$ cat config.mk
export PLATFORM = sky130hd
export DESIGN_NAME = serial_subtractor
export DESIGN_NICKNAME = d
export VERILOG_FILES = /design/src/rtl/serial_subtractor.sv
export SDC_FILE = /design/constraint.sdc
export NUM_CORES = 1
export LEC_CHECK = 0
export ABC_AREA = 1
export CORE_UTILIZATION = 53
export DETAILED_ROUTE_END_ITERATION = 6
export PLACE_DENSITY = 0.86
export SLEW_MARGIN = 30
export SYNTH_ARGS = -nofsm -noshare
export SYNTH_HDL_FRONTEND = slang
export SYNTH_SLANG_ARGS = --single-unit
$ cat constraint.sdc
create_clock -name clk -period 4.3 [get_ports clk]
set_input_delay 0.86 -clock clk [delete_from_list [all_inputs] [get_ports clk]]
set_output_delay 0.86 -clock clk [all_outputs]
set_load 0.01 [all_outputs]
$ cat src/rtl/serial_subtractor.sv
// serial_subtractor: multi-cycle unsigned subtractor computing A - B one
// D-bit digit per clock through a single-digit borrow chain. The result is
// presented on DIFF with the final borrow in the top bit, alongside a
// start/busy/done handshake.
module serial_subtractor #(
    parameter int W = 64,
    parameter int D = 4
) (
    input  logic         clk,
    input  logic         rst,
    input  logic         start,
    input  logic [W-1:0] A,
    input  logic [W-1:0] B,
    output logic         busy,
    output logic         done,
    output logic [W:0]   DIFF
);

    // Guarded digit width so the digit count never divides by zero while
    // the parameter check below reports the illegal configuration.
    localparam int DS = (D < 1) ? 1 : D;
    localparam int N  = W / DS;
    localparam int IW = (N > 1) ? $clog2(N) : 1;

    generate
        if (D < 1) begin : g_bad_digit
            $error("serial_subtractor: D must be at least 1");
        end else if ((W % D) != 0) begin : g_bad_width
            $error("serial_subtractor: W must be a multiple of D");
        end
    endgenerate

    typedef enum logic [1:0] {
        IDLE,
        RUN,
        FINISH
    } state_t;

    state_t        state;
    logic [W-1:0]  opa;
    logic [W-1:0]  opb;
    logic [W-1:0]  work;
    logic [W-1:0]  work_next;
    logic [IW-1:0] idx;
    logic          borrow;
    logic [D-1:0]  digit_a;
    logic [D-1:0]  digit_b;
    logic [D:0]    r;
    logic          last_digit;

    // One digit of A + ~B + ~borrow; the carry out of the digit is the
    // inverse of the borrow passed on to the next digit.
    always_comb begin
        digit_a    = opa[int'(idx)*D +: D];
        digit_b    = opb[int'(idx)*D +: D];
        r          = {1'b0, digit_a} + {1'b0, ~digit_b} + {{D{1'b0}}, ~borrow};
        work_next  = work;
        work_next[int'(idx)*D +: D] = r[D-1:0];
        last_digit = (idx == IW'(N - 1));
    end

    // Handshake FSM, operand latching, digit sequencing and registered outputs.
    always_ff @(posedge clk) begin
        if (rst) begin
            state  <= IDLE;
            opa    <= '0;
            opb    <= '0;
            work   <= '0;
            idx    <= '0;
            borrow <= 1'b0;
            busy   <= 1'b0;
            done   <= 1'b0;
            DIFF   <= '0;
        end else begin
            case (state)
                IDLE: begin
                    done <= 1'b0;
                    if (start) begin
                        opa    <= A;
                        opb    <= B;
                        work   <= '0;
                        idx    <= '0;
                        borrow <= 1'b0;
                        busy   <= 1'b1;
                        state  <= RUN;
                    end
                end
                RUN: begin
                    work   <= work_next;
                    borrow <= ~r[D];
                    if (last_digit) begin
                        idx   <= '0;
                        DIFF  <= {~r[D], work_next};
                        done  <= 1'b1;
                        state <= FINISH;
                    end else begin
                        idx <= idx + 1'b1;
                    end
                end
                FINISH: begin
                    done  <= 1'b0;
                    busy  <= 1'b0;
                    state <= IDLE;
                end
                default: begin
                    done  <= 1'b0;
                    busy  <= 1'b0;
                    state <= IDLE;
                end
            endcase
        end
    end

endmodule
### Yosys cells after proc, flatten, opt, wreduce, memory -nomap -nowiden

Index checks and enable logic that the tools add are counted.

| cells by class | value |
|---|---|
| $add $sub $neg | 4 |
| equality and inequality tests | 4 |
| shift-type cells | 4 |
| mux-type cells | 13 |
| bitwise gates (word level) | 4 |
| reduce and logical (&&, ||, !) cells | 8 |

Operator list:

| operator | number |
|---|---|
| $pmux 64 s2 | 1 |
| $shiftx 64x7->4 | 2 |
| $bwmux 64 | 1 |
| $mux 64 | 1 |
| $shift 4x33->64 const A | 1 |
| $shiftx 4x33->64 | 1 |
| $neg 6->33 | 1 |
| $reduce_and 2->1 | 5 |
| $mux 4 | 2 |
| $pmux 4 s2 | 1 |
| $add 4x4->5 | 1 |
| $add 5x1->5 | 1 |
| $add 4x1->4 const B | 1 |
| $eq 4x4->1 const B | 1 |
| $mux 2 | 2 |
| $ne 2x2->1 const B | 2 |
| $not 4->4 | 1 |
| $pmux 1 s2 | 2 |
| $pmux 2 s2 | 1 |
| $not 1->1 | 3 |
| $eq 2x1->1 const B | 1 |
| $logic_not 2->1 | 1 |
| $mux 1 | 2 |
| $reduce_bool 2->1 | 1 |
| $reduce_or 2->1 | 1 |

| storage, ports and cells | value |
|---|---|
| register bits after elaboration | 266 |
| input bits | 131 |
| output and inout bits | 67 |

### Longest topological paths before layout

| logic depth | value |
|---|---|
| depth in word-level cells | 7 |
| mapped depth | 21 |

### Worst setup path before layout

OpenSTA, ideal clock, no wires.

| timing path | value |
|---|---|
| path kind | reg-to-reg |
| start point | register idx[0] |
| end point | register DIFF[53] |
| library setup time | 0.109 ns |
| arrival | 2.871 ns |
| required time | 4.191 ns |
| slack | 1.320 ns |
| stages on the path, launching flop included | 19 |
| clock period less this slack | 2.980 ns |
| cells stage by stage | dfxtp_1 -> buf_2 -> inv_1 -> buf_2 -> buf_1 -> nor2_1 -> o22ai_1 -> nand2_1 -> nand3_1 -> nand2_1 -> fa_1 -> inv_1 -> fa_1 -> nand2_1 -> nor2_1 -> nand4_1 -> nand3_1 -> nand2_1 -> inv_1 |

| on the way | value |
|---|---|
| longest elaborated chain between the ends | 6 |

RTL lines:

| element | line | RTL |
|---|---|---|
| start: declaration | 44 | `logic [IW-1:0] idx;` |
| start signal: assignment | 97 | `idx <= idx + 1'b1;` |
| $shiftx 64x7->4 | 55 | `digit_b = opb[int'(idx)*D +: D];` |
| $not 4->4 | 56 | `r = {1'b0, digit_a} + {1'b0, ~digit_b} + {{D{1'b0}}, ~borrow};` |
| $add 4x4->5 | 56 |  |
| $add 5x1->5 | 56 |  |
| $shiftx 4x33->64 | 58 | `work_next[int'(idx)*D +: D] = r[D-1:0];` |
| $bwmux 64 | 58 |  |
| end signal: assignment | 93 | `DIFF <= {~r[D], work_next};` |
| end: declaration | 16 | `output logic [W:0] DIFF` |

Parallel ways exist; a longest one is shown, timed or not.
A chain may end at the register's enable or synchronous reset.

### Worst setup path after layout

| timing path | value |
|---|---|
| start point | register idx[0] |
| end point | register DIFF[22] |

Same word-level chain as after synthesis.

==> results by group <==
STA
  – Final Setup Violations: 0
  – WHS: 453 ps
  – Slew Limit Fails: 0
  – Final min period: 3700 ps
  – Final Hold Fails: 0
  – Relative slew slack: 0.357
  – Setup TNS: 0 ps
  – Setup Skew: 8.93 ps
  – Period utilization: 0.861
  – RSZ-0062 raised after global routing: no
  – Worst slew pin tran: 964 ps
  – Fmax: between 200 and 300 MHz

Setup path
  – Buf+Inv Stages, Crit Path: 4
  – Crit path kind: reg2reg
  – Critical path peak fanout: 49
  – Critical path endpoint category: flop
  – Startpoint types: flop
  – CP Cell Sequence: inv_2 -> buf_4 -> o21ai_0 -> o22ai_1 -> nand2_1 -> nand3_1 -> nand2_1 -> fa_1 -> inv_1 -> fa_1 -> nor2_1 -> nor2_1 -> nand3_1 -> nor2_1 -> nand4_1 -> nand3_1 -> nand2_1 -> inv_1
  – Top delay family on crit path: simple AND/OR/NAND/NOR gates
  – Worst path slowest cell: inv_2
  – Max incr delay on CP: 560 ps
  – Worst Path Required: 4770 ps
  – Arr. time, crit path: 4180 ps

Drt
  – Via count: 11900
  – Iteration-0 DRC Markers: 1208
  – Via density: roughly 5.6
  – Avg WL per Cell: 15.4 microns
  – ANT nets after route: 0
  – Drt total wl: 33100 microns
  – DRC viols: 0
  – Drt pass-1 iters: 6

Clock network
  – Clk buf depth: 3
  – Clock Pin Slew Worst Setup and Hold Paths: around 60 ps
  – CTS sink cnt: 266
  – Cts bufs inserted: 27
  – CTS Hold Bufs: 0
  – Clk Latency, worst-skew pair: ~530 ps
  – Post_cts resized: 0
  – Root Buffer: clkbuf_16
  – # H-tree levels: 1
  – CTS tree: built
  – Post-CTS Setup Repair Bufs: 0

Yosys
  – Post-synth ARST share: 0
  – Syn Std Cell Area: 0.0117 sq mm
  – Count of different cell masters after synthesis: 31
  – YS warnings: 0
  – #FFs+latches synth: 266
  – Post-synthesis sequential area ratio: 0.457
  – Post-synth EDFFs: 0
  – Cells after synthesis: 1716
  – Syn_area_per_cell: between 6 and 7 sq um
  – Syn_nets: 1855
  – Top_reg_cell synth: dfxtp_1

Placement
  – Final GP Congestion: 0.898
  – # placed instances: 2098
  – IO buf count: 197
  – Placed cell areas: around 0.014 sq mm
  – DPL Wire Length: 22000 microns

Layout
  – Post-route design area: 0.0146 sq mm
  – Highest-count cells in the layout ignoring fill and taps: nor2_1, nand2_1, dfxtp_1
  – Final nets: 1991
  – Fillers: 1679
  – Synthesis-to-layout area growth: 25.1%
  – Fin util: 0.685
  – Final cell count without fillers: 2144
  – Inserted Diodes: 0
  – Layout cells sized above 1: 0.0471
  – Most common cell after layout, fill and taps aside: nor2_1

Global route
  – Pin count of the biggest net entering global routing: 113
  – Initial antenna violation count: 0
  – Global route overflow: 0
  – Gr usage total: 0.292
  – Vias in the first global route: 10900
  – First-pass GRT wire length: 53000 microns

Flow run
  – Max-Cap Viols: 0

Power and ir drop
  – Worst IR Drop VDD: 0.288 mV
  – Power Internal: ~0.0043 W
  – Sequential cell fraction of total power: 0.456
  – Sw frac: 0.262
  – Pleak: 6.33 nW
  – Clock share of power: 0.404
  – Pwr per Cell Area: 398 mW/mm^2
  – Combinational fraction of design power: 0.140
  – Switching power: 0.00152 W

Floorplan
  – Site row count: 53
  – Initial core utilization: 0.548
  – Die height: 150 microns
  – Die W: 150 microns
  – I/O Pins: 198
  – Core Area: 0.0213 sq mm
  – Die area: 0.0226 sq mm

Worst hold path
  – Worst hold path type: reg2reg

Run status
  – Status: completed
==> cells in the mapped netlist (7+ instances only) <==
library cell,instances,area share
nand2_1,335,0.11
inv_2,10,0.0032
buf_1,7,0.0023
a21oi_1,37,0.016
clkbuf_1,80,0.026
o22ai_1,28,0.015
o21ai_1,42,0.018
nor2_1,370,0.12
buf_2,18,0.0077
nand4_1,16,0.0086
nand3_1,145,0.062
inv_1,112,0.036
dfxtp_1,266,0.46
o21ai_0,218,0.094
==> logic make-up after synthesis <==
group	share of synthesized area
compound gates	0.146
xor+xnor	0.00140
fa+ha+maj	0.00987
buf+inv	0.0769
flops	0.457
simple gates	0.309
==> final timing paths <==
check,slack (ps),depth (start not counted),startpoint,end
setup reg to reg,600,18,idx[0]$_SDFFE_PP0P_,DIFF[22]$_SDFFE_PP0P_
hold reg to reg,450,2,work[43]$_SDFFE_PP0P_,work[43]$_SDFFE_PP0P_
setup / recovery,600,18,idx[0]$_SDFFE_PP0P_,DIFF[22]$_SDFFE_PP0P_
hold / removal,450,2,work[43]$_SDFFE_PP0P_,work[43]$_SDFFE_PP0P_
==> registers in the layout, summed over array words and instances (netlist names) <==
signal and flops:
busy 1, state 2, opb 64, work 64
done 1, DIFF 65, opa 64, borrow 1
idx 4
==> layout make-up <==
class                   instances  area, sq um  area share
well taps                     275          344      0.0236
inverters                     122          463      0.0317
clock buffers                  35          746      0.0511
multi-input cells            1220         5450       0.374
flip-flops and latches        266         5330       0.365
clock inverters                11          138     0.00944
repair buffers                215         2120       0.145
==> worst reg2reg max path, cell delays in order (launching register included) <==
cell and delay [ps]:
dfxtp_2 320, inv_2 570, buf_4 340, o21ai_0 100, o22ai_1 160, nand2_1 80, nand3_1 120, nand2_1 80
fa_1 410, inv_1 90, fa_1 190, nor2_1 50, nor2_1 260, nand3_1 240, nor2_1 220, nand4_1 150
nand3_1 120, nand2_1 70, inv_1 60
==> layer usage <==
| layer | global-route usage | vias to the layer above | share of wire |
|---|---|---|---|
| met5 | 0 | - | 0 |
| met4 | 0.126 | 0 | 0.037 |
| met3 | 0.0439 | 83 | 0.079 |
| met2 | 0.466 | 570 | 0.45 |
| met1 | 0.392 | 5497 | 0.43 |
| li1 | - | 5793 | - |
==> stage by stage <==
stage	worst slack (ps)	power, W
after CTS	684	0.00580
after global placement	878	0.00346
after floorplan	1320	0.00318
final	597	0.00580
after global routing	335	0.00601
after detailed placement	735	0.00348
==> power groups by stage <==
stage | logic (W) | registers, W | clock network, W
detailed placement | 0.000791 | 0.00269 | 0
floorplan | 0.000508 | 0.00268 | 0
global route | 0.000894 | 0.00266 | 0.00246
CTS | 0.000800 | 0.00264 | 0.00236
global placement | 0.000773 | 0.00269 | 0
finish | 0.000813 | 0.00264 | 0.00234
Power figures use the tool's default switching activity.
